### src/rtl/arb_pkg.sv
// Shared definitions for the round-robin bus grant arbiter.
package arb_pkg;
   localparam int NUM_REQ = 8;
   localparam int SEL_W   = 3;

   typedef enum logic [1:0] {
      ARB_IDLE,
      ARB_GRANT,
      ARB_TURN
   } arb_state_t;
endpackage

### src/rtl/decoder_3_to_8.sv
// 3-to-8 one-hot decoder with enable; all outputs low when disabled.
module Decoder_3_to_8 (
   input  logic       enable_bit,
   input  logic [2:0] select_bits,
   output logic [7:0] decoded_bits
);
   genvar gi;
   generate
      for (gi = 0; gi < 8; gi++) begin : g_dec
         assign decoded_bits[gi] = enable_bit && (select_bits == 3'(gi));
      end
   endgenerate
endmodule

### src/rtl/rr_pick.sv
// Combinational round-robin picker: first set request after last_owner, wrapping 7->0.
module rr_pick
   import arb_pkg::*;
(
   input  logic [NUM_REQ-1:0] req_bits,
   input  logic [SEL_W-1:0]   last_owner,
   output logic [SEL_W-1:0]   pick_idx,
   output logic               pick_valid
);
   // rot_bits[k] is the request of requester last_owner+1+k, so bit 0 has top priority
   logic [NUM_REQ-1:0] rot_bits;

   genvar gi;
   generate
      for (gi = 0; gi < NUM_REQ; gi++) begin : g_rot
         logic [SEL_W-1:0] src_idx;
         assign src_idx      = last_owner + SEL_W'(gi + 1);
         assign rot_bits[gi] = req_bits[src_idx];
      end
   endgenerate

   always_comb begin
      pick_idx   = '0;
      pick_valid = 1'b0;
      for (int i = NUM_REQ - 1; i >= 0; i--) begin
         if (rot_bits[i]) begin
            pick_valid = 1'b1;
            pick_idx   = last_owner + SEL_W'(i + 1);
         end
      end
   end
endmodule

### src/rtl/bus_grant_arbiter.sv
// Round-robin arbiter granting one shared resource to 8 requesters.
// Optional grant timeout enabled by defining ARB_TIMEOUT_EN.
module bus_grant_arbiter
   import arb_pkg::*;
#(
   parameter int TURN_CYCLES    = 1,
   parameter int TIMEOUT_CYCLES = 64
) (
   input  logic               clk,
   input  logic               rst_n,
   input  logic [NUM_REQ-1:0] req_bits,
   input  logic [NUM_REQ-1:0] done_bits,
   output logic [SEL_W-1:0]   grant_select_bits,
   output logic               grant_enable_bit,
   output logic [NUM_REQ-1:0] grant_bits,
   output logic               busy_bit,
   output logic               timeout_bit
);
   arb_state_t       state_reg, state_next;
   logic [SEL_W-1:0] owner_reg, owner_next;
   logic             enable_reg, enable_next;
   logic [SEL_W-1:0] last_owner_reg, last_owner_next;
   logic [3:0]       turn_cnt_reg, turn_cnt_next;
   logic [SEL_W-1:0] pick_idx;
   logic             pick_valid;
   logic             release_now;
   logic             expire_now;

   rr_pick u_pick (
      .req_bits   (req_bits),
      .last_owner (last_owner_reg),
      .pick_idx   (pick_idx),
      .pick_valid (pick_valid)
   );

   assign release_now = done_bits[owner_reg] | ~req_bits[owner_reg];

`ifdef ARB_TIMEOUT_EN
   logic [7:0] hold_cnt_reg, hold_cnt_next;
   logic       timeout_reg, timeout_next;

   // Expiring at TIMEOUT_CYCLES-1 leaves the grant visible for exactly TIMEOUT_CYCLES cycles
   assign expire_now  = (hold_cnt_reg == 8'(TIMEOUT_CYCLES - 1));
   assign timeout_bit = timeout_reg;
`else
   assign expire_now  = 1'b0;
   assign timeout_bit = 1'b0;
`endif

   always_comb begin
      state_next      = state_reg;
      owner_next      = owner_reg;
      enable_next     = enable_reg;
      last_owner_next = last_owner_reg;
      turn_cnt_next   = turn_cnt_reg;
`ifdef ARB_TIMEOUT_EN
      hold_cnt_next   = hold_cnt_reg;
      timeout_next    = 1'b0;
`endif
      case (state_reg)
         ARB_IDLE: begin
            if (pick_valid) begin
               owner_next      = pick_idx;
               enable_next     = 1'b1;
               last_owner_next = pick_idx;
               state_next      = ARB_GRANT;
`ifdef ARB_TIMEOUT_EN
               hold_cnt_next   = '0;
`endif
            end
         end
         ARB_GRANT: begin
            if (release_now || expire_now) begin
               enable_next   = 1'b0;
               turn_cnt_next = '0;
               state_next    = (TURN_CYCLES == 0) ? ARB_IDLE : ARB_TURN;
`ifdef ARB_TIMEOUT_EN
               // A genuine release wins over a coincident expiry
               timeout_next  = expire_now & ~release_now;
`endif
            end else begin
`ifdef ARB_TIMEOUT_EN
               hold_cnt_next = hold_cnt_reg + 8'd1;
`endif
            end
         end
         ARB_TURN: begin
            if (turn_cnt_reg == 4'(TURN_CYCLES - 1)) begin
               state_next = ARB_IDLE;
            end else begin
               turn_cnt_next = turn_cnt_reg + 4'd1;
            end
         end
         default: state_next = ARB_IDLE;
      endcase
   end

   always_ff @(posedge clk or negedge rst_n) begin
      if (!rst_n) begin
         state_reg      <= ARB_IDLE;
         owner_reg      <= '0;
         enable_reg     <= 1'b0;
         last_owner_reg <= 3'd7;
         turn_cnt_reg   <= '0;
`ifdef ARB_TIMEOUT_EN
         hold_cnt_reg   <= '0;
         timeout_reg    <= 1'b0;
`endif
      end else begin
         state_reg      <= state_next;
         owner_reg      <= owner_next;
         enable_reg     <= enable_next;
         last_owner_reg <= last_owner_next;
         turn_cnt_reg   <= turn_cnt_next;
`ifdef ARB_TIMEOUT_EN
         hold_cnt_reg   <= hold_cnt_next;
         timeout_reg    <= timeout_next;
`endif
      end
   end

   assign grant_select_bits = owner_reg;
   assign grant_enable_bit  = enable_reg;
   assign busy_bit          = (state_reg != ARB_IDLE);

   Decoder_3_to_8 u_dec (
      .enable_bit   (enable_reg),
      .select_bits  (owner_reg),
      .decoded_bits (grant_bits)
   );
endmodule

### config.mk
export PLATFORM = sky130hd
export DESIGN_NAME = bus_grant_arbiter
export DESIGN_NICKNAME = d
export VERILOG_FILES = /design/src/rtl/arb_pkg.sv /design/src/rtl/decoder_3_to_8.sv /design/src/rtl/rr_pick.sv /design/src/rtl/bus_grant_arbiter.sv
export SDC_FILE = /design/constraint.sdc
export NUM_CORES = 1
export LEC_CHECK = 0
export CORE_MARGIN = 2
export CORE_UTILIZATION = 53
export CTS_CLUSTER_DIAMETER = 150
export DETAILED_ROUTE_END_ITERATION = 8
export GPL_TIMING_DRIVEN = 0
export PLACE_DENSITY = 0.81
export REMOVE_ABC_BUFFERS = 1
export SETUP_SLACK_MARGIN = 0.4
export SYNTH_ARGS = -nofsm -noshare
export SYNTH_HDL_FRONTEND = slang
export SYNTH_SLANG_ARGS = --single-unit
### constraint.sdc
create_clock -name clk -period 3.51 [get_ports clk]
set_clock_uncertainty 0.15 [all_clocks]
set_input_delay 0.351 -clock clk [delete_from_list [all_inputs] [get_ports clk]]
set_output_delay 0.351 -clock clk [all_outputs]
set_load 0.1 [all_outputs]
==> results of run 1 <==
==> layout make-up <==
class | instances | area, sq um | share of cell area
inverters | 11 | 45.04 | 0.02221
multi-input cells | 159 | 1220 | 0.6015
flip-flops and latches | 13 | 336.6 | 0.1659
clock buffers | 4 | 26.28 | 0.01295
well taps | 44 | 55.05 | 0.02714
repair buffers | 36 | 345.3 | 0.1703
==> stage by stage <==
step                 TNS, ns    util  hold slack, ns
floorplan            -0.5971       -        -0.09459
global placement    -0.03010  0.6384          0.3391
detailed placement   -0.1163  0.6384          0.3423
CTS                        0  0.6674          0.2905
global route               0  0.6698          0.3094
finish                     0  0.6698          0.2763
==> cell usage after synthesis, types with 3 or more instances <==
master,instances
nand2_1,28
nor3b_1,5
dfstp_2,3
nand3_1,5
dfrtp_1,10
nand4_1,4
inv_1,10
mux2i_1,13
xor2_1,3
clkbuf_1,3
nand2b_1,9
xnor2_1,3
nor3_1,6
mux4_2,7
buf_6,3
ha_1,4
a21oi_1,4
a31oi_1,4
nor2_1,18
==> critical path, stage by stage (launching register included) <==
cell	delay (ns)
dfstp_4	0.64
clkinvlp_4	0.11
ha_4	0.34
mux4_2	0.59
nand2_1	0.10
and2_2	0.19
a221o_1	0.19
a21oi_2	0.08
or4_1	0.43
o211ai_2	0.08
==> metal layers <==
| metal | GRT usage | up-vias | part of all wire |
|---|---|---|---|
| met5 | 0 | - | 0 |
| met4 | 0.08889 | 0 | 0.0051 |
| met3 | 0.03896 | 4 | 0.055 |
| met2 | 0.4130 | 71 | 0.49 |
| met1 | 0.3415 | 763 | 0.45 |
| li1 | - | 770 | - |
==> timing repair <==
action	4_1_cts	5_1_grt
resized for setup	5	0
pin swaps	2	0
gates cloned	0	0
setup endpoints to repair	8	2
buffers inserted	5	1
==> kinds of logic (layout without fill, tap and decap cells) <==
logic type               after synthesis  count (layout)  share of synthesized area
AO/OA/AOI/OAI                         39              39                     0.1961
XOR/XNOR                               8               8                    0.05091
adder cells (fa/ha/maj)                4               4                    0.02994
buffers and inverters                 22              51                    0.08083
flip-flops                            13              13                     0.1969
multiplexers                          22              22                     0.1871
other                                  1               1                   0.002243
AND/OR/NAND/NOR                       85              85                     0.2560
==> worst paths after layout <==
path | end
max in group asynchronous | last_owner_reg[2]
max reg2reg | grant_select_bits[0]
min in group clk | state_reg[0]
min reg2reg | state_reg[0]
max | grant_select_bits[0]
min | turn_cnt_reg[2]
==> metrics, run 1 <==
Worst setup SP type=flop; WL/cell=around 15 microns; Worst-path clk slew=~0.080 ns; min Tclk post-route=between 2 and 3 ns; Critical Path Source=last_owner_reg[1]; Final ANT Viol Nets=0; Port Buffers=30; Largest register FFs=4; Rows=20; sequential share of the synthesized area=0.1969; share of layout cells above drive strength 1=0.1749; final period utilization=0.8504; largest net degree at the start of global routing=23; Worst Path Required=3.56 ns; Yosys warnings=0; Die Y=roughly 60 microns; core area=0.003028 sq mm; reg2reg setup slack=0.53 ns; RSZ-0062 raised after global routing=no; die width=~60 microns; Max-Cap Viols=0; Final WS setup=about 0.53 ns; Num CTS Buffers=3; Mapped Cells=between 150 and 200; first-pass GRT wire length=around 7 mm; Max Fclk=0.3350 GHz; final WL=4.102 mm; H-tree Lvls=1; worst-case clock buffer depth=2; CTS sink cnt=13; most frequent cells in the layout=clkdlybuf4s50_1 (30), nand2_1 (28), nor2_1 (18); synthesis-stage register bit count=13; slew of the pin with the lowest slew margin=slightly below 1 ns; Distinct cells, synth=just over 60; Vias/cell=~6.0; worst r2r path cells=9; critical-path maximum fanout=7; final std cells w/o fill=around 270; commonest non-fill, non-tap cell in the layout=clkdlybuf4s50_1; Ports=32; DR DRC count=0; initial drt markers=74; Final Hold Fails=0; placed wire-length estimate=between 3 and 4 mm; Crit. End Element=flop; most area-hungry cell type in the Yosys netlist=dfrtp_1; Yosys top cell area share=0.1497; GRT Residual Overflow=0; design area=0.002028 sq mm; die area=0.003619 sq mm; vias=about 1,600; asr flop ratio synth=1.000; Post-synth EDFFs=0; setup violators final=0; Critical R2R Launch=last_owner_reg[1]; fin. max-slew vios=0; Arr. time, crit path=around 3 ns; DP Area=0.001933 sq mm; Syn Area/Cell=around 8.6 sq um; Global Route Usage Sum=0.2538; critical path type=flop to flop; final net count=around 250; Area growth syn-to-layout=21.33%; Worst-Skew Late Latency=roughly 0.28 ns; dominant synthesized flop cell=dfrtp_1; CTS tree=yes; Pre-antenna DRT Iters=4; number of global-route vias before repair=between 1,500 and 2,000; worst slack, placed=-0.08252 ns; Rel. slew slack=0.3418; Root Buffer=clkbuf_4; Post-Syn Area=between 0.0015 and 0.002 sq mm; ant diodes=0; status=completed; worst hold path type=primary input to asynchronous set/reset pin; Fillers=235; GPL Wtd Cong=slightly below 0.9; initial antenna violation count=0; CTS Hold Bufs=0; top cells by area, synth=dfrtp_1 (15%), mux4_2 (9.4%), mux2i_1 (7.8%), nand2_1 (6.3%), dfstp_2 (4.7%); initial core utilization=0.5521; Inst Count DP=~260
Power of run 1 is not shown: default switching activity piles up to over one toggle a cycle in this logic, so the estimate is an artifact.
==> run 2, diff against run 1 <==
--- a/constraint.sdc
+++ b/constraint.sdc
@@ -3,3 +3,3 @@
 set_input_delay 0.351 -clock clk [delete_from_list [all_inputs] [get_ports clk]]
 set_output_delay 0.351 -clock clk [all_outputs]
-set_load 0.1 [all_outputs]
+set_load 0.05 [all_outputs]
==> results of run 2 <==
Same layout as run 1 (identical final DEF). Status: completed.
Power of run 2 is left out for the same reason.
